[src/rtl/temporizador_regressivo_if.sv]
// Control/status bundle of the countdown timer: load/clear/enable in, count and flags out.
// Clock and asynchronous reset stay as plain ports on the timer itself.
interface temporizador_regressivo_if #(
    parameter int N = 7
);
    logic         zera_s;
    logic         carrega;
    logic [N-1:0] valor;
    logic         conta;
    logic [N-1:0] Q;
    logic         ativo;
    logic         fim;
    logic         meio;
    logic         quarto;

    modport master (
        output zera_s, carrega, valor, conta,
        input  Q, ativo, fim, meio, quarto
    );

    modport slave (
        input  zera_s, carrega, valor, conta,
        output Q, ativo, fim, meio, quarto
    );
endinterface

[src/rtl/temporizador_regressivo.sv]
// Countdown timer: one-shot (AUTO=0) or auto-reload (AUTO=1), registered fim pulse on
// terminal count, combinational half/quarter flags relative to the last loaded value.
module temporizador_regressivo #(
    parameter int N    = 7,
    parameter bit AUTO = 1'b0
) (
    input  logic                      clock,
    input  logic                      zera_as_n,
    temporizador_regressivo_if.slave  bus
);

    typedef enum logic [1:0] {
        OCIOSO    = 2'd0,
        CONTANDO  = 2'd1,
        TERMINADO = 2'd2
    } estado_t;

    estado_t      estado_q, estado_d;
    logic [N-1:0] q_q, q_d;
    logic [N-1:0] v_q, v_d;
    logic         fim_q, fim_d;

    always_ff @(posedge clock or negedge zera_as_n) begin
        if (!zera_as_n) begin
            estado_q <= OCIOSO;
            q_q      <= '0;
            v_q      <= '0;
            fim_q    <= 1'b0;
        end else begin
            estado_q <= estado_d;
            q_q      <= q_d;
            v_q      <= v_d;
            fim_q    <= fim_d;
        end
    end

    // Priority per edge: synchronous clear, then load, then decrement.
    always_comb begin
        estado_d = estado_q;
        q_d      = q_q;
        v_d      = v_q;
        fim_d    = 1'b0;

        if (bus.zera_s) begin
            estado_d = OCIOSO;
            q_d      = '0;
            v_d      = '0;
        end else if (bus.carrega) begin
            q_d = bus.valor;
            v_d = bus.valor;
            if (bus.valor == '0) begin
                estado_d = TERMINADO;
                fim_d    = 1'b1;
            end else begin
                estado_d = CONTANDO;
            end
        end else if (estado_q == CONTANDO && bus.conta) begin
            if (q_q > N'(1)) begin
                q_d = q_q - N'(1);
            end else if (q_q == N'(1)) begin
                fim_d = 1'b1;
                if (AUTO) begin
                    q_d = v_q;
                end else begin
                    q_d      = '0;
                    estado_d = TERMINADO;
                end
            end
        end
    end

    // Flags compare against the loaded value, so they track reloads automatically.
    assign bus.Q      = q_q;
    assign bus.fim    = fim_q;
    assign bus.ativo  = (estado_q == CONTANDO);
    assign bus.meio   = (estado_q == CONTANDO) && (v_q >= N'(2)) && (q_q == (v_q >> 1));
    assign bus.quarto = (estado_q == CONTANDO) && (v_q >= N'(4)) && (q_q == (v_q >> 2));

endmodule

[src/flat_wrapper.sv]
// flat-port wrapper written by rule: the top's interface ports become plain ports
module temporizador_regressivo_flat 
#(
    parameter int N    = 7,
    parameter bit AUTO = 1'b0
)
  (clock, zera_as_n, bus_zera_s, bus_carrega, bus_valor, bus_conta, bus_Q, bus_ativo, bus_fim, bus_meio, bus_quarto);
  temporizador_regressivo_if #(.N(N)) bus_i ();
  input  logic clock;
  input  logic zera_as_n;
  input wire logic [$bits(bus_i.zera_s)-1:0] bus_zera_s;
  input wire logic [$bits(bus_i.carrega)-1:0] bus_carrega;
  input wire logic [$bits(bus_i.valor)-1:0] bus_valor;
  input wire logic [$bits(bus_i.conta)-1:0] bus_conta;
  output wire logic [$bits(bus_i.Q)-1:0] bus_Q;
  output wire logic [$bits(bus_i.ativo)-1:0] bus_ativo;
  output wire logic [$bits(bus_i.fim)-1:0] bus_fim;
  output wire logic [$bits(bus_i.meio)-1:0] bus_meio;
  output wire logic [$bits(bus_i.quarto)-1:0] bus_quarto;
  assign bus_i.zera_s = bus_zera_s;
  assign bus_i.carrega = bus_carrega;
  assign bus_i.valor = bus_valor;
  assign bus_i.conta = bus_conta;
  assign bus_Q = bus_i.Q;
  assign bus_ativo = bus_i.ativo;
  assign bus_fim = bus_i.fim;
  assign bus_meio = bus_i.meio;
  assign bus_quarto = bus_i.quarto;
  temporizador_regressivo #(.N(N), .AUTO(AUTO)) u_core (.clock(clock), .zera_as_n(zera_as_n), .bus(bus_i));
endmodule
[config.mk]
export PLATFORM = sky130hd
export DESIGN_NAME = temporizador_regressivo_flat
export DESIGN_NICKNAME = d
export VERILOG_FILES = /design/src/rtl/temporizador_regressivo_if.sv /design/src/rtl/temporizador_regressivo.sv /design/src/flat_wrapper.sv
export SDC_FILE = /design/constraint.sdc
export NUM_CORES = 1
export LEC_CHECK = 0
export ABC_AREA = 1
export CORE_MARGIN = 2
export CORE_UTILIZATION = 51
export DETAILED_ROUTE_END_ITERATION = 7
export GPL_TIMING_DRIVEN = 0
export MAX_ROUTING_LAYER = met4
export PLACE_DENSITY = 0.84
export SLEW_MARGIN = 15
export SYNTH_ARGS = -nofsm -noshare
export SYNTH_HDL_FRONTEND = slang
export SYNTH_SLANG_ARGS = --single-unit
[constraint.sdc]
create_clock -name clock -period 1.6 [get_ports clock]
set_clock_uncertainty 0.1 [all_clocks]
set_input_delay 0.24 -clock clock [delete_from_list [all_inputs] [get_ports clock]]
set_output_delay 0.24 -clock clock [all_outputs]
set_load 0.01 [all_outputs]
### Word level (Yosys, flattened, before mapping)

Index checks and enable logic that the tools add are counted.

* add/subtract/negate cells: 1
* magnitude comparators: 3
* equality and inequality tests: 5
* muxes and demuxes: 19
* reductions and logical operators: 12

Operators with widths (count)
* $mux 7: 7
* $mux 2: 6
* $eq 7x1->1 const B: 1
* $eq 7x5->1: 1
* $eq 7x6->1: 1
* $ge 7x2->1 const B: 1
* $ge 7x3->1 const B: 1
* $gt 7x1->1 const B: 1
* $logic_not 7->1: 1
* $sub 7x1->7 const B: 1
* $mux 1: 6
* $reduce_bool 3->1: 2
* $logic_and 1x1->1: 5
* $reduce_bool 4->1: 1
* $ne 3x3->1 const B: 1
* $reduce_and 3->1: 1
* $eq 2x1->1 const B: 1
* $reduce_and 2->1: 1
* $reduce_bool 2->1: 1

* flip-flop bits (word level): 17
* output and inout port bits: 11
* logic and storage cells: 44

### Logic depth before layout (Yosys ltp)

Gate-level depths: netlist of the first run.

* depth after elaboration: 6
* gate-level depth with buffers: 10

### Least setup slack after synthesis of the first run

Ideal clock, no wire load.

* path kind: register -> register
* from: register u_core.q_q[1] (netlist: u_core.bus.Q[1])
* to: register u_core.q_q[5] (netlist: u_core.bus.Q[5])
* data arrival time: 1274 ps
* data required time: 1383 ps
* path slack: 109 ps
* stages on the path, launching flop included: 10
* buffers on the path: 0
* clock period less this slack: 1491 ps
* cells stage by stage: dfrtp_1 -> inv_2 -> ha_1 -> inv_1 -> nor2_1 -> nand3_2 -> nand3_2 -> nand3_1 -> nor2_1 -> nor2_1

* word-level cells in the longest chain between the ends: 5
* elaborated cells between the ends (all ways): 9
* classes of those cells: 1 x add/sub; 1 x order compare; 1 x eq/ne; 4 x mux; 2 x reduce/logical

Ends and longest elaborated chain
* start: declaration: line temporizador_regressivo.sv:19 `logic [N-1:0] q_q, q_d;`
* start signal: assignment: line temporizador_regressivo.sv:31 `q_q <= q_d;`
* $sub 7x1->7 or $gt 7x1->1 (tied branches): line temporizador_regressivo.sv:59, temporizador_regressivo.sv:58
* $mux 7: line temporizador_regressivo.sv:58 `if (q_q > N'(1)) begin`
* $mux 7: line temporizador_regressivo.sv:57 `end else if (estado_q == CONTANDO && bus.conta) begin`
* $mux 7: line temporizador_regressivo.sv:48 `end else if (bus.carrega) begin`
* $mux 7: line temporizador_regressivo.sv:44 `if (bus.zera_s) begin`

Several ways; a longest one is shown, not always the timed one. The select of a mux whose other input is x is not followed.
A chain may end at the register's enable or synchronous reset.

### Final worst setup path of the first run

* from: register u_core.q_q[1] (netlist: u_core.bus.Q[1])
* to: output port bus_meio

* word-level cells in the longest chain between the ends: 2

Ends and longest elaborated chain
* $eq 7x6->1: line temporizador_regressivo.sv:76 `assign bus.meio = (estado_q == CONTANDO) && (v_q >= N'(2)) && (q_q == (v_q >> 1));`
* $logic_and 1x1->1: line temporizador_regressivo.sv:76
* end: declaration: line flat_wrapper.sv:18 `output wire logic [$bits(bus_i.meio)-1:0] bus_meio;`

No other way between the ends.

==> flow_results.xml, run 1 <==
<?xml version="1.0" encoding="UTF-8"?>
<metrics>
  <group name="sta">
    <metric name="setup_violations" unit="">6</metric>
    <metric name="clock.fmax" unit="MHz">546</metric>
    <metric name="timing.setup.tns" unit="ps">-662</metric>
    <metric name="finalHoldViolations" unit="">0</metric>
    <metric name="finalMaxSlewViolations" unit="">0</metric>
    <metric name="worst_pin_slew" unit="ps">755</metric>
    <metric name="slew-limit-headroom" unit="%">49.5</metric>
    <metric name="worst_hold_slack" unit="ps">268</metric>
    <metric name="layout_worst_path_cycle_share" unit="%">114</metric>
    <metric name="rsz0062_at_grt" unit="">true</metric>
    <metric name="setup_ws" unit="ps">-230</metric>
    <metric name="final_period_minus_worst_setup_slack" unit="ps">1830</metric>
  </group>
  <group name="pwr">
    <metric name="share_clk_of_total_power" unit="%">17.9</metric>
    <metric name="power.leakage" unit="nW">0.869</metric>
    <metric name="irDropWorstVdd" unit="mV">0.760</metric>
    <metric name="pwr-share-seq" unit="%">31.4</metric>
    <metric name="power.density_cell_area" unit="nW/um2">895</metric>
    <metric name="net-switching-power" unit="uW">650</metric>
    <metric name="combPwrFrac" unit="%">50.8</metric>
    <metric name="internal_power" unit="uW">947</metric>
    <metric name="power.share.switching" unit="%">40.7</metric>
  </group>
  <group name="clock_tree">
    <metric name="cts_num_sinks" unit="">16</metric>
    <metric name="number_of_buffers_added_by_the_clock_tree_synthesis_step" unit="">3</metric>
    <metric name="clk_pin_slew" unit="ps">110</metric>
    <metric name="cts.root.buffer_cell" unit="">sky130_fd_sc_hd__clkbuf_4</metric>
    <metric name="cts_buffer_depth" unit="">2</metric>
    <metric name="clkLatencyLatePin" unit="ps">300</metric>
    <metric name="clock_tree_from_tritoncts" unit="">done</metric>
    <metric name="htree_num_levels" unit="">1</metric>
    <metric name="total_of_hold_buffers_inserted_after_clock_tree_synthesis" unit="">0</metric>
  </group>
  <group name="placed_design">
    <metric name="globalplace.congestion" unit="">0.971</metric>
    <metric name="place_hpwl" unit="mm">2.41</metric>
    <metric name="post_dp_cell_area" unit="um2">1490</metric>
    <metric name="port_buffers" unit="">22</metric>
    <metric name="place_ws" unit="ps">-363</metric>
  </group>
  <group name="cells_and_area">
    <metric name="finalCoreUtilization" unit="%">79.2</metric>
    <metric name="fin_nets" unit="">232</metric>
    <metric name="insertedDiodeCount" unit="">0</metric>
    <metric name="final_layout_size_suffix_gt1_share" unit="%">36.4</metric>
    <metric name="layout.cells.most_common" unit="">sky130_fd_sc_hd__nand2_1</metric>
    <metric name="postLayoutCellArea" unit="um2">1790</metric>
    <metric name="syn2layout_area_growth" unit="%">44.6</metric>
    <metric name="layout_common_cells" unit="">33 x sky130_fd_sc_hd__nand2_1, 23 x sky130_fd_sc_hd__nor2_1, 18 x sky130_fd_sc_hd__buf_4, 16 x sky130_fd_sc_hd__nand3_1, 13 x sky130_fd_sc_hd__clkdlybuf4s50_1</metric>
  </group>
  <group name="yosys">
    <metric name="syn_area" unit="um2">1230</metric>
    <metric name="synth-seq-area-share" unit="%">32.4</metric>
    <metric name="syn_avg_cell_area" unit="um2">7.18</metric>
    <metric name="synth_cell_type_count" unit="">28</metric>
    <metric name="postSynthRegisterBits" unit="">16</metric>
    <metric name="syn_inst" unit="">172</metric>
    <metric name="ys_dominant_reg_cell" unit="">sky130_fd_sc_hd__dfrtp_1</metric>
    <metric name="share_of_synthesized_flip_flops_with_an_asynchronous_set_or_reset" unit="%">100</metric>
    <metric name="yosys_warnings" unit="">0</metric>
    <metric name="synth-edff-count" unit="">0</metric>
    <metric name="syn_nets" unit="">186</metric>
  </group>
  <group name="floorplanning">
    <metric name="fp.coreArea" unit="um2">2250</metric>
    <metric name="floorplan.initialDensity" unit="%">54.8</metric>
    <metric name="core.rowCount" unit="">17</metric>
    <metric name="die_width" unit="um">53.2</metric>
    <metric name="io_pins" unit="">23</metric>
    <metric name="die_h" unit="um">53.2</metric>
    <metric name="die_outline_area" unit="um2">2830</metric>
  </group>
  <group name="setup_path">
    <metric name="cp-end-kind" unit="">primary output</metric>
    <metric name="required" unit="ps">1260</metric>
    <metric name="start_kind" unit="">flop</metric>
    <metric name="timing.critical_path.arrival" unit="ps">1490</metric>
    <metric name="crit_type" unit="">flop to primary output</metric>
    <metric name="critical_path_peak_fanout" unit="">4</metric>
  </group>
  <group name="drt">
    <metric name="vias_per_cell" unit="">5.89</metric>
    <metric name="final_wl" unit="mm">4.05</metric>
    <metric name="antenna_violating_nets_post_route" unit="">0</metric>
    <metric name="detail_route.drc_violations" unit="">0</metric>
    <metric name="drt-pass1-iter-count" unit="">4</metric>
    <metric name="wire_per_inst" unit="um">16.5</metric>
    <metric name="drt_first_iter_violations" unit="">85</metric>
    <metric name="vias" unit="">1442</metric>
  </group>
  <group name="grt">
    <metric name="grt_pass1_vias" unit="">1350</metric>
    <metric name="gr_usage_total" unit="%">31.1</metric>
    <metric name="globalRoute.totalOverflow" unit="">0</metric>
    <metric name="grt_start_max_net_pins" unit="">17</metric>
    <metric name="grt_first_pass_wirelength" unit="mm">6.13</metric>
    <metric name="antenna_found_initial" unit="">0</metric>
  </group>
  <group name="run">
    <metric name="max-cap-violations" unit="">0</metric>
  </group>
  <group name="min_path">
    <metric name="min-delay-path-class" unit="">input pin to asynchronous set/reset pin</metric>
  </group>
  <group name="outcome">
    <metric name="violations_in_the_final_reports" unit="">setup timing</metric>
    <metric name="status" unit="">complete, but fails checks</metric>
  </group>
</metrics>
==> per-layer routing <==
metal	routed length, um	up-vias	global-route usage, %	share of wire, %
met2	1920	100	50.4	47
met4	271	0	18.4	6.7
li1	-	654	-	-
met1	1520	650	36.6	37
met3	340	38	4.24	8.4
met5	0	-	-	0
==> power groups by stage <==
| stage | Clock [mW] | Sequential [mW] | Combinational (mW) |
|---|---|---|---|
| after global routing | 0.310 | 0.506 | 0.869 |
| after global placement | 0 | 0.509 | 0.575 |
| after detailed placement | 0 | 0.511 | 0.591 |
| after floorplan | 0 | 0.514 | 0.397 |
| final | 0.285 | 0.501 | 0.811 |
| after CTS | 0.275 | 0.497 | 0.669 |
==> final cells by class <==
class / count / area [um2]
well taps: 28 / 35.0
flip-flops and latches: 16 / 407
fillers: 150 / 469
multi-input cells: 132 / 825
repair buffers: 41 / 358
clock buffers: 4 / 36.3
plain buffers: 4 / 38.8
inverters: 20 / 86.3
==> timing repair <==
| action | in CTS | in global routing |
|---|---|---|
| pin swaps | 13 | 4 |
| gates resized for setup | 22 | 29 |
| setup endpoints to repair | 14 | 13 |
| buffers inserted | 14 | 5 |
==> final timing paths <==
kind                                                 from                              to  slack [ps]  depth (start not counted)
min                                             zera_as_n       u_core.v_q[4]$_DFFE_PN0P_         270                          1
max in group asynchronous                       zera_as_n     u_core.bus.Q[6]$_DFFE_PN0P_         600                          1
max                           u_core.bus.Q[1]$_DFFE_PN0P_                        bus_meio        -230                          6
min reg2reg                u_core.estado_q[0]$_DFFE_PN0P_  u_core.estado_q[0]$_DFFE_PN0P_         430                          2
min in group clock         u_core.estado_q[0]$_DFFE_PN0P_  u_core.estado_q[0]$_DFFE_PN0P_         430                          2
max reg2reg                   u_core.bus.Q[0]$_DFFE_PN0P_     u_core.bus.Q[2]$_DFFE_PN0P_        -170                          9
==> kinds of logic (layout without fill, tap and decap cells) <==
kind of cell,Yosys count,in the layout,share of synthesized area (%)
simple gates,109,109,45.4
buf+inv,24,69,9.32
compound gates,16,16,7.30
flops,16,16,32.4
xor+xnor,5,5,3.55
fa+ha+maj,2,2,2.03
==> registers in the layout (all words and copies together) (netlist names) <==
signal,count
u_core.v_q,6
u_core.bus.Q,7
u_core.estado_q,2
u_core.bus.fim,1
==> metrics by stage <==
stage	power, mW	instances
after floorplan	0.911	172
after global placement	1.08	222
after detailed placement	1.10	222
after CTS	1.44	240
after global routing	1.68	245
final	1.60	245
==> Yosys cell counts, types with 2 or more instances <==
master	instances	area share, %
sky130_fd_sc_hd__nand3_1	18	7.3
sky130_fd_sc_hd__nand2_4	2	1.8
sky130_fd_sc_hd__inv_2	9	2.7
sky130_fd_sc_hd__nand2_1	35	11
sky130_fd_sc_hd__xor2_1	3	2.1
sky130_fd_sc_hd__o21ai_1	2	0.81
sky130_fd_sc_hd__nor2_2	3	1.5
sky130_fd_sc_hd__buf_6	3	2.7
sky130_fd_sc_hd__dfrtp_1	16	32
sky130_fd_sc_hd__nand2_2	3	1.5
sky130_fd_sc_hd__nand3_2	3	2.4
sky130_fd_sc_hd__o22ai_1	6	3.0
sky130_fd_sc_hd__inv_1	9	2.7
sky130_fd_sc_hd__a21oi_1	3	1.2
sky130_fd_sc_hd__nor2_1	29	8.8
sky130_fd_sc_hd__nand4_1	4	2.0
sky130_fd_sc_hd__ha_1	2	2.0
sky130_fd_sc_hd__xnor2_1	2	1.4
sky130_fd_sc_hd__o21ai_0	4	1.6
sky130_fd_sc_hd__nor2_4	4	3.6
sky130_fd_sc_hd__nor3_1	5	2.0
==> critical path: stages (launching register included) <==
cell,delay (ps)
sky130_fd_sc_hd__dfrtp_2,480
sky130_fd_sc_hd__inv_4,100
sky130_fd_sc_hd__o22ai_1,90
sky130_fd_sc_hd__nor3_1,230
sky130_fd_sc_hd__nand2_1,80
sky130_fd_sc_hd__nor2_1,80
sky130_fd_sc_hd__buf_2,130
No activity file was read; power rests on OpenSTA's default activity.
==> inputs of run 2 (changes only) <==
--- a/config.mk
+++ b/config.mk
@@ -5,10 +5,10 @@
 export SDC_FILE = /design/constraint.sdc
 export NUM_CORES = 1
 export LEC_CHECK = 0
-export ABC_AREA = 1
 export CORE_MARGIN = 2
-export CORE_UTILIZATION = 51
+export CORE_UTILIZATION = 50
 export DETAILED_ROUTE_END_ITERATION = 7
+export GPL_ROUTABILITY_DRIVEN = 1
 export GPL_TIMING_DRIVEN = 0
 export MAX_ROUTING_LAYER = met4
 export PLACE_DENSITY = 0.84
==> constraint.sdc (replaced) <==
create_clock -name clock -period 1.75 [get_ports clock]
set_clock_uncertainty 0.1 [all_clocks]
set_input_delay 0.2625 -clock clock [delete_from_list [all_inputs] [get_ports clock]]
set_output_delay 0.2625 -clock clock [all_outputs]
set_load 0.01 [all_outputs]
==> flow_results.xml, run 2 <==
<?xml version="1.0" encoding="UTF-8"?>
<metrics>
  <group name="yosys">
    <metric name="postSynthRegisterBits" unit="">16</metric>
    <metric name="yosys-top-cells-area" unit="">sky130_fd_sc_hd__dfrtp_1 36%, sky130_fd_sc_hd__xnor2_1 5.5%, sky130_fd_sc_hd__a22o_1 4.0%</metric>
    <metric name="share_of_synthesized_flip_flops_with_an_asynchronous_set_or_reset" unit="%">100</metric>
    <metric name="syn_nets" unit="">132</metric>
    <metric name="synth_top_area_share" unit="%">36.2</metric>
    <metric name="synth.cells.most_frequent" unit="">16 x sky130_fd_sc_hd__dfrtp_1, 10 x sky130_fd_sc_hd__nand2_1, 8 x sky130_fd_sc_hd__a21oi_1</metric>
    <metric name="syn_avg_cell_area" unit="um2">9.38</metric>
    <metric name="ys_dominant_reg_cell" unit="">sky130_fd_sc_hd__dfrtp_1</metric>
    <metric name="yosys_warnings" unit="">0</metric>
    <metric name="synth-edff-count" unit="">0</metric>
    <metric name="synth_largest_area_cell" unit="">sky130_fd_sc_hd__dfrtp_1</metric>
    <metric name="synth_most_common_cell" unit="">sky130_fd_sc_hd__dfrtp_1</metric>
    <metric name="synth_cell_type_count" unit="">45</metric>
    <metric name="syn_inst" unit="">118</metric>
    <metric name="synth-seq-area-share" unit="%">36.2</metric>
    <metric name="syn_area" unit="um2">1110</metric>
  </group>
  <group name="setup_path">
    <metric name="cpMostUsedCell" unit="">sky130_fd_sc_hd__buf_6</metric>
    <metric name="rrSetupSlack" unit="ps">-450</metric>
    <metric name="crit_type" unit="">flop to flop</metric>
    <metric name="timing.critical_path.slowest_stage_cell" unit="">sky130_fd_sc_hd__a311o_2</metric>
    <metric name="cp-end-kind" unit="">flop</metric>
    <metric name="highest_cell_delay_on_the_worst_timing_path" unit="ps">430</metric>
    <metric name="worst_r2r_startpoint" unit="">u_core.bus.Q[1]$_DFFE_PN0P_</metric>
    <metric name="reg2reg_depth" unit="">10</metric>
    <metric name="startpoint" unit="">u_core.bus.Q[1]$_DFFE_PN0P_</metric>
    <metric name="required" unit="ps">1890</metric>
    <metric name="start_kind" unit="">flop</metric>
    <metric name="cell_by_cell_listing_of_the_critical_path" unit="">buf_6 -&gt; buf_4 -&gt; buf_6 -&gt; inv_4 -&gt; ha_4 -&gt; o21bai_4 -&gt; a311o_2 -&gt; buf_6 -&gt; o22ai_1 -&gt; o2bb2ai_2</metric>
    <metric name="critical_path_peak_fanout" unit="">4</metric>
    <metric name="timing.critical_path.arrival" unit="ps">2340</metric>
    <metric name="worstReg2RegEnd" unit="">u_core.bus.Q[4]$_DFFE_PN0P_</metric>
  </group>
  <group name="grt">
    <metric name="grt_first_pass_wirelength" unit="mm">5.20</metric>
    <metric name="grt_start_max_net_pins" unit="">17</metric>
    <metric name="grt_pass1_vias" unit="">1095</metric>
    <metric name="globalRoute.totalOverflow" unit="">0</metric>
    <metric name="gr_usage_total" unit="%">28.0</metric>
    <metric name="antenna_found_initial" unit="">0</metric>
  </group>
  <group name="pwr">
    <metric name="share_clk_of_total_power" unit="%">19.4</metric>
    <metric name="internal_power" unit="uW">848</metric>
    <metric name="power.leakage" unit="nW">0.736</metric>
    <metric name="net-switching-power" unit="uW">473</metric>
    <metric name="power.density_cell_area" unit="nW/um2">770</metric>
    <metric name="irDropWorstVdd" unit="mV">0.790</metric>
    <metric name="total_power" unit="mW">1.32</metric>
    <metric name="combPwrFrac" unit="%">48.2</metric>
    <metric name="power.share.switching" unit="%">35.8</metric>
    <metric name="pwr-share-seq" unit="%">32.4</metric>
  </group>
  <group name="cells_and_area">
    <metric name="insertedDiodeCount" unit="">0</metric>
    <metric name="syn2layout_area_growth" unit="%">55.0</metric>
    <metric name="filler_cell_count" unit="">125</metric>
    <metric name="multi_input_gate_area_in_the_final_layout" unit="um2">787</metric>
    <metric name="finalCoreUtilization" unit="%">79.9</metric>
    <metric name="fin_nets" unit="">179</metric>
    <metric name="postLayoutCellArea" unit="um2">1720</metric>
    <metric name="final-seq-area" unit="um2">404</metric>
    <metric name="final_layout_size_suffix_gt1_share" unit="%">41.5</metric>
    <metric name="max_ffs_per_register" unit="">7</metric>
    <metric name="layout_common_cells" unit="">19 x sky130_fd_sc_hd__buf_4, 19 x sky130_fd_sc_hd__clkdlybuf4s50_1, 13 x sky130_fd_sc_hd__dfrtp_1, 10 x sky130_fd_sc_hd__nand2_1, 7 x sky130_fd_sc_hd__a21oi_1</metric>
  </group>
  <group name="sta">
    <metric name="clock.fmax" unit="MHz">455</metric>
    <metric name="layout_worst_path_cycle_share" unit="%">126</metric>
    <metric name="worst_hold_slack" unit="ps">283</metric>
    <metric name="finalMaxSlewViolations" unit="">0</metric>
    <metric name="setup_violations" unit="">9</metric>
    <metric name="setup_ws" unit="ps">-447</metric>
    <metric name="slew-limit-headroom" unit="%">51.0</metric>
    <metric name="finalHoldViolations" unit="">0</metric>
    <metric name="worst_pin_slew" unit="ps">732</metric>
    <metric name="final_period_minus_worst_setup_slack" unit="ps">2200</metric>
    <metric name="rsz0062_at_grt" unit="">true</metric>
  </group>
  <group name="clock_tree">
    <metric name="number_of_buffers_added_by_the_clock_tree_synthesis_step" unit="">3</metric>
    <metric name="clock_tree_from_tritoncts" unit="">done</metric>
    <metric name="clk_pin_slew" unit="ps">100</metric>
    <metric name="cts.root.buffer_cell" unit="">sky130_fd_sc_hd__clkbuf_4</metric>
    <metric name="cts_buffer_depth" unit="">2</metric>
    <metric name="htree_num_levels" unit="">1</metric>
    <metric name="clkLatencyLatePin" unit="ps">300</metric>
    <metric name="total_of_hold_buffers_inserted_after_clock_tree_synthesis" unit="">0</metric>
    <metric name="cts_num_sinks" unit="">16</metric>
  </group>
  <group name="drt">
    <metric name="wire_per_inst" unit="um">20.6</metric>
    <metric name="met1Wirelength" unit="mm">1.56</metric>
    <metric name="vias_per_cell" unit="">6.36</metric>
    <metric name="highest_layer" unit="">met4</metric>
    <metric name="detail_route.drc_violations" unit="">0</metric>
    <metric name="vias" unit="">1221</metric>
    <metric name="met3_wirelength" unit="um">313</metric>
    <metric name="antenna_violating_nets_post_route" unit="">0</metric>
    <metric name="final_wl" unit="mm">3.96</metric>
    <metric name="drt-pass1-iter-count" unit="">4</metric>
    <metric name="drt_first_iter_violations" unit="">118</metric>
    <metric name="routed-wl-met2" unit="mm">1.91</metric>
  </group>
  <group name="floorplanning">
    <metric name="die_width" unit="um">51.1</metric>
    <metric name="floorplan.initialDensity" unit="%">51.5</metric>
    <metric name="die_h" unit="um">51.1</metric>
    <metric name="die_outline_area" unit="um2">2610</metric>
    <metric name="core.rowCount" unit="">17</metric>
    <metric name="io_pins" unit="">23</metric>
    <metric name="fp.coreArea" unit="um2">2150</metric>
  </group>
  <group name="placed_design">
    <metric name="post_dp_cell_area" unit="um2">1390</metric>
    <metric name="port_buffers" unit="">22</metric>
    <metric name="globalplace.congestion" unit="">0.920</metric>
    <metric name="place_hpwl" unit="mm">1.99</metric>
    <metric name="place_ws" unit="ps">-518</metric>
  </group>
  <group name="outcome">
    <metric name="status" unit="">complete, but fails checks</metric>
    <metric name="violations_in_the_final_reports" unit="">setup timing</metric>
  </group>
  <group name="run">
    <metric name="max-cap-violations" unit="">0</metric>
  </group>
  <group name="min_path">
    <metric name="min-delay-path-class" unit="">input pin to asynchronous set/reset pin</metric>
  </group>
</metrics>
==> run 2: metrics by stage <==
stage,instances,setup TNS [ps]
final,192,-2940
after global routing,192,-3400
after CTS,183,-1660
after detailed placement,168,-4050
after global placement,168,-2950
after floorplan,118,-163
==> run 2: logic make-up after synthesis <==
kind of cell	synth area share (%)
XOR/XNOR	7.91
multiplexers	0.904
AO/OA/AOI/OAI	25.0
AND/OR/NAND/NOR	21.1
flip-flops	36.2
buffers and inverters	6.67
adder cells (fa/ha/maj)	2.26
==> run 2: area by class of cell <==
| class | count | area share (%) |
|---|---|---|
| repair buffers | 43 | 22.0 |
| flip-flops and latches | 16 | 23.5 |
| clock buffers | 4 | 2.11 |
| plain buffers | 7 | 3.21 |
| inverters | 5 | 1.24 |
| well taps | 28 | 2.04 |
| multi-input cells | 89 | 45.8 |
==> run 2: worst max-delay path: cells and delay by family (launching register included) <==
family | cells | cell delay, ps
compound gates | 4 | 960
fa+ha+maj | 1 | 170
buf+inv | 5 | 510
flops | 1 | 400
==> run 2: worst max path at each step <==
stage / cells past startpoint / endpoint
2_1_floorplan: 7 / u_core.bus.Q[4]$_DFFE_PN0P_
3_3_place_gp: 5 / bus_quarto
3_5_place_dp: 5 / bus_quarto
4_1_cts: 5 / bus_quarto
5_1_grt: 9 / u_core.bus.Q[4]$_DFFE_PN0P_
6_report: 10 / u_core.bus.Q[4]$_DFFE_PN0P_
==> run 2: repair_timing <==
item | in CTS | in global routing
buffers inserted | 12 | 9
gates resized for setup | 17 | 22
pin swaps | 4 | 9
setup endpoints to repair | 11 | 12
==> run 2: power groups by stage <==
stage                     clock [mW]  combinational, mW  sequential [mW]
after floorplan                    0              0.290            0.436
after global placement             0              0.416            0.430
after detailed placement           0              0.427            0.431
after CTS                      0.261              0.488            0.425
after global routing           0.270              0.670            0.430
final                          0.257              0.637            0.428
==> run 2: layer usage <==
layer / up-vias / global-route usage [%]
li1: 532 / -
met2: 91 / 43.9
met3: 19 / 3.80
met5: - / -
met4: 0 / 14.0
met1: 579 / 35.7
